<file path="config.mk">
export PLATFORM = sky130hd
export DESIGN_NAME = multi_delay
export DESIGN_NICKNAME = d
export VERILOG_FILES = /design/src/rtl/multi_delay.sv
export SDC_FILE = /design/constraint.sdc
export NUM_CORES = 1
export LEC_CHECK = 0
export BUFFER_PORTS_ARGS = -buffer_cell sky130_fd_sc_hd__buf_2
export CAP_MARGIN = 20
export CORE_ASPECT_RATIO = 1.25
export CORE_UTILIZATION = 42
export CTS_CLUSTER_SIZE = 10
export DETAILED_ROUTE_END_ITERATION = 10
export GPL_ROUTABILITY_DRIVEN = 0
export REMOVE_ABC_BUFFERS = 1
export SYNTH_ARGS = -nofsm -noshare
export SYNTH_HDL_FRONTEND = slang
export SYNTH_SLANG_ARGS = --single-unit
</file>
<file path="constraint.sdc">
create_clock -name clk -period 2.15 [get_ports clk]
set_input_delay 0 -clock clk [delete_from_list [all_inputs] [get_ports clk]]
set_output_delay 0 -clock clk [all_outputs]
set_load 0.02 [all_outputs]
</file>
<file path="src/rtl/multi_delay.sv">
// Multi-channel programmable modulo counter / delay generator.
// Each channel runs periodic or one-shot and emits a one-cycle terminal pulse.
module multi_delay #(
  parameter int WIDTH    = 8,
  parameter int CHANNELS = 4,
  parameter int SEL_W    = 2
) (
  input  logic                      clk,
  input  logic                      i_rst_n,
  input  logic [CHANNELS-1:0]       i_count_enbl,
  input  logic                      i_set_module_enbl,
  input  logic [SEL_W-1:0]          i_chan_sel,
  input  logic [WIDTH-1:0]          i_module,
  input  logic                      i_mode,
  input  logic [CHANNELS-1:0]       i_start,
  output logic [CHANNELS-1:0]       o_cnt,
  output logic [CHANNELS-1:0]       o_busy,
  output logic [CHANNELS*WIDTH-1:0] o_count
);

  for (genvar k = 0; k < CHANNELS; k++) begin : g_ch
    logic [WIDTH-1:0] mod_q, mod_d;
    logic [WIDTH-1:0] cnt_q, cnt_d;
    logic             mode_q, mode_d;
    logic             arm_q, arm_d;
    logic             pls_q, pls_d;
    logic             load;
    logic             step;
    logic             last;

    // Out-of-range selects never match any channel index.
    assign load = i_set_module_enbl &&
                  (i_chan_sel == SEL_W'(k));
    assign step = arm_q && i_count_enbl[k];
    assign last = (cnt_q == mod_q - WIDTH'(1));

    always_comb begin
      mod_d  = mod_q;
      cnt_d  = cnt_q;
      mode_d = mode_q;
      arm_d  = arm_q;
      pls_d  = 1'b0;
      if (load) begin
        mod_d  = i_module;
        mode_d = i_mode;
        cnt_d  = '0;
        arm_d  = !i_mode && (i_module != '0);
      end else if (step) begin
        if (last) begin
          cnt_d = '0;
          pls_d = 1'b1;
          if (mode_q)
            arm_d = 1'b0;
        end else begin
          cnt_d = cnt_q + WIDTH'(1);
        end
      end else if (mode_q && !arm_q &&
                   i_start[k] &&
                   (mod_q != '0)) begin
        arm_d = 1'b1;
        cnt_d = '0;
      end
    end

    always_ff @(posedge clk or negedge i_rst_n) begin
      if (!i_rst_n) begin
        mod_q  <= '0;
        cnt_q  <= '0;
        mode_q <= 1'b0;
        arm_q  <= 1'b0;
        pls_q  <= 1'b0;
      end else begin
        mod_q  <= mod_d;
        cnt_q  <= cnt_d;
        mode_q <= mode_d;
        arm_q  <= arm_d;
        pls_q  <= pls_d;
      end
    end

    assign o_cnt[k]                  = pls_q;
    assign o_busy[k]                 = arm_q;
    assign o_count[k*WIDTH +: WIDTH] = cnt_q;
  end

endmodule

</file>
==> Word level (Yosys, flattened, before mapping) <==
Cells that the tools add are included.
{ "word_totals": {"out_inout_bits": 40, "word_cells": 131, "reg_bits": 76, "input_bits": 22} }
{ "classes": {"addsub": 8, "reduce_logical": 40, "n_eq_ne": 15, "muxes": 48} }
{ "op_table": {"columns": ["operator", "count"], "rows": [
  ["2-to-1 mux 8 bit", 16],
  ["nonzero test 8 bit", 5],
  ["adder 8 x 1 -> 8 bit, second input constant", 4],
  ["== test 8 bit", 4],
  ["2-to-1 mux 1 bit", 32],
  ["subtractor 8 x 1 -> 8 bit, second input constant", 4],
  ["logical AND 1 bit", 21],
  ["inequality test 3 x 2 -> 1 bit, second input constant", 4],
  ["inequality test 3 bit, second input constant", 4],
  ["AND reduction 3 bit", 4],
  ["nonzero test 3 bit", 4],
  ["logical NOT 1 bit", 5],
  ["== test 2 bit, second input constant", 2],
  ["== test 2 x 1 -> 1 bit, second input constant", 1],
  ["logical NOT 2 bit", 1]
]} }

==> Depth between registers and ports, before layout <==
{ "depth": {"word_depth": 7, "depth_mapped": 10, "ltp_nobuf": 9} }

==> Worst setup path after synthesis <==
OpenSTA, ideal clock, no wires.
{ "synth_timing": {"path_type": "reg2reg", "start": "register g_ch[0].mod_q[0]", "end": "register g_ch[0].cnt_q[6]", "path_stages_with_launch": 11, "synth_period_minus_slack_ns": 2.220, "required_time_ns": 2.026, "slack_ns": -0.070, "n_path_buf": 1, "arrival_ns": 2.096, "setup_time_ns": 0.124, "path_cell_list": "dfrtp_1 inv_1 ha_1 nor2b_1 or3_1 a31o_2 nand2b_1 o21bai_4 buf_6 nor2_1 a211o_1"} }
{ "synth_via": {"elab_chain_len": 5, "elab_cells_between_ends": 8, "cone_classes": "add/sub: 1; eq/ne: 1; mux: 3; reduce/logical: 3"} }
{ "synth_lines": {"columns": ["element", "line_no", "source"], "rows": [
  ["from (decl)", "22", "logic [WIDTH-1:0] mod_q, mod_d;"],
  ["from (signal assigned)", "73", "mod_q <= mod_d;"],
  ["subtractor 8 x 1 -> 8 bit", "35", "assign last = (cnt_q == mod_q - WIDTH'(1));"],
  ["== test 8 bit", "35", null],
  ["2-to-1 mux 8 bit", "49", "if (last) begin"],
  ["2-to-1 mux 8 bit", "48", "end else if (step) begin"],
  ["2-to-1 mux 8 bit", "43", "if (load) begin"],
  ["to (signal assigned)", "74", "cnt_q <= cnt_d;"],
  ["to (decl)", "23", "logic [WIDTH-1:0] cnt_q, cnt_d;"]
]} }
Parallel ways exist; a longest one is shown, timed or not.
A chain may end at the register's enable or synchronous reset.

==> Worst setup path after layout <==
{ "layout_timing": {"start": "register g_ch[0].mod_q[1]", "end": "register g_ch[0].cnt_q[3]"} }
The elaborated chain is that of the path after synthesis.

==> out/results.txt <==
outcome = completed
Adder-Cell Fraction of Synth Area = 3.24%
area leader, netlist = dfrtp_1
IO buf count = 61
Die ar. = 11,400 um^2
hpwl dp = 8.05 mm
Die Y = 119 um
vias after detailed routing = 4,097
flops & latches, synth = 76
final setup vio count = 0
GRT Overall Usage = 20.6%
vias per cell = 5.51
total DRC errors in the routed layout = 0
largest net degree at the start of global routing = 32
worst slew pin tran = 0.484 ns
post-route ant nets = 0
fill count = 990
Final min period = 2.14 ns
vias in the first global route = 3,912
Routed WL = 11.3 mm
Rows = 42
ys flop type = dfrtp_1
largest family of logic cells by synthesized area = simple AND/OR/NAND/NOR gates
Data required, critical path = 2.37 ns
most frequent cells in the layout = dfrtp_1 (74), buf_2 (60), nand2_1 (58)
most common cell after layout, fill and taps aside = dfrtp_1
synth top area cells = dfrtp_1 (41%), mux2_2 (6.6%), xnor2_1 (5.3%), nand2_1 (4.8%), ha_1 (3.2%)
syn avg cell area = 9.50 um^2
Synth top area share = 41.1%
Most common cell on crit path = buf_6
Pins Over Slew Limit = 0
sequential area share after synthesis = 41.1%
Core Box Area = 10,700 um^2
TritonCTS clock tree = yes
Async SR Flop Fraction = 100%
Hold Vio Cnt, Final = 0
Synth Area in Simple Gates = 23.5%
Max-Cap Viols = 0
Placed Area = 5300 um^2
Inserted Clock Buffers = 9
mux cell area share after synthesis = 6.79%
CP max stage cell = dfrtp_1
Setup crit end kind = register
GRT overflow = 0
Critical Path AT = 2.37 ns
EDFF count, synth = 0
Buffers & Inverters on Critical Path = 3
io pins = 62
clk_skew = 0.00865 ns
Synth Area in XOR/XNOR = 7.00%
n_diodes = 0
reg2reg setup slack = 0.01 ns
cell area after synthesis = 4630 um^2
Clk Latency, worst-skew pair = 0.33 ns
Fmax achieved = 467 MHz
placed cells = 704
Final Total Pwr = 5510 uW
cell area after layout = 5990 um^2
DR pass1 iterations = 4
share of layout cells above drive strength 1 = 33.9%
Mapped Cells = 487
fin cells = 743
Starting Density = 43.4%
RSZ-0062 raised after global routing = true
Layout area overhead = 29.5%
CP max stage delay = 0.39 ns
Crit Path Class = reg2reg
Rel. slew slack = 67.7%
clock buffer depth = 2
post-synthesis cell type count = 58
initial antenna violation count = 0
Final #Nets = 641
final hold slack = 0.00187 ns
Startpoint Class = register
worst-path cell chain = inv_2 > ha_4 > nor2b_4 > buf_6 > nand3b_1 > xnor2_1 > nand4_1 > o21bai_4 > buf_6 > o21bai_1 > o2bb2ai_1
largest fanout on the critical path = 5
Clk pin slew, worst setup/hold paths = 0.06 ns
static leakage = 0.00273 uW
Die Width = 95.9 um
Peak VDD IR = 519 uV
post-synthesis compound-gate area fraction = 14.2%
Hold/Removal Path Class = in2reg
clock root buffer = clkbuf_16
pwr/cell area = 919 nW/um^2
CTS HTree Levels = 3
final worst-path cycle share = 99.6%
wire length of the first global-routing pass = 18.2 mm
Initial DRC Count = 167
TritonCTS Sinks = 76
Top delay family on crit path = compound AO/OA/AOI/OAI gates
YS warnings = 0
average wire per standard cell = 15.2 um
timing repair:
action	CTS	global route
buffers inserted	4	10
gates cloned	1	0
endpoints found under the setup margin	13	31
hold buffers	9	0
resized for setup	7	44
endpoints found under the hold margin	37	0
pin swaps	6	27
area by class of cell:
cell class | count | area, um^2 | area share, %
multi-input cells | 375 | 2720 | 45.4
flip-flops and latches | 76 | 1900 | 31.8
repair buffers | 128 | 852 | 14.2
clock buffers | 13 | 250 | 4.18
well taps | 132 | 165 | 2.76
inverters | 17 | 63.8 | 1.06
clock inverters | 2 | 35.0 | 0.585
worst min-delay path, cell delays in order:
cell and delay, ns:
buf_2 0.15, nand2_1 0.07, o21ai_0 0.07
worst paths after layout:
check	from	end	cells after the start
worst min-delay path	i_module[0]	g_ch[0].mod_q[0]$_DFFE_PN0P_	3
worst max-delay path	g_ch[0].mod_q[1]$_DFFE_PN0P_	g_ch[0].cnt_q[3]$_DFFE_PN0P_	11
worst max register to register	g_ch[0].mod_q[1]$_DFFE_PN0P_	g_ch[0].cnt_q[3]$_DFFE_PN0P_	11
min in group asynchronous	i_rst_n	g_ch[0].cnt_q[3]$_DFFE_PN0P_	2
worst min register to register	g_ch[0].mode_q$_DFFE_PN0P_	g_ch[0].mode_q$_DFFE_PN0P_	2
max in group asynchronous	i_rst_n	g_ch[1].mod_q[2]$_DFFE_PN0P_	3
stage by stage:
stage               setup TNS (ns)  util (%)  worst slack [ns]
CTS                              0      53.8           0.00604
detailed placement          -0.280      49.7            -0.115
global placement            -0.126      49.7           -0.0672
global route                -0.986      56.2            -0.120
finish                           0      56.2           0.00955
floorplan                   -0.192         -           -0.0985
Yosys cell counts (3+ instances only):
cell      instances
a211o_1           3
buf_4             9
xor2_1            9
nor4b_1           5
mux2_2           27
a21oi_1          15
o21bai_1          4
nor4_1            8
o31ai_1           4
dfrtp_1          76
or2_2             3
nand4_1           9
clkbuf_1          6
a22o_1            6
nand3_1          24
o21ai_0          30
ha_1             12
nor2b_1           3
inv_1            17
nor3_1           17
a31oi_1           3
nor2_1           25
nand2_1          59
xnor2_1          28
or3_1             4
a21o_1            5
buf_6             3
nand2b_1         12
a211oi_1          5
nand3b_1         10
and3_1            9
report_power, final:
part | switching, uW | internal, uW
logic | 1050 | 974
clock network | 569 | 924
registers | 311 | 1670
routing by layer:
layer | share of wire, % | vias to the layer above | wire (um) | GRT usage, %
met1 | 43 | 1970 | 4890 | 25.8
met4 | 2.7 | 0 | 305 | 9.70
met2 | 50 | 102 | 5680 | 34.9
li1 | - | 2001 | - | -
met5 | 0 | - | 0 | 0
met3 | 3.7 | 24 | 414 | 2.30
cells by family (layout without fill, tap and decap cells):
kind of cell | Yosys count | in the layout
buf+inv | 37 | 160
compound gates | 95 | 96
simple gates | 202 | 202
xor+xnor | 37 | 37
fa+ha+maj | 12 | 12
mux | 28 | 28
flops | 76 | 76
registers in the layout (all words and copies together), names as in the netlist:
name,cells
g_ch.mod_q,32
g_ch.cnt_q,32
g_ch.mode_q,4
g_ch.arm_q,4
g_ch.pls_q,4
Power figures use the tool's default switching activity.
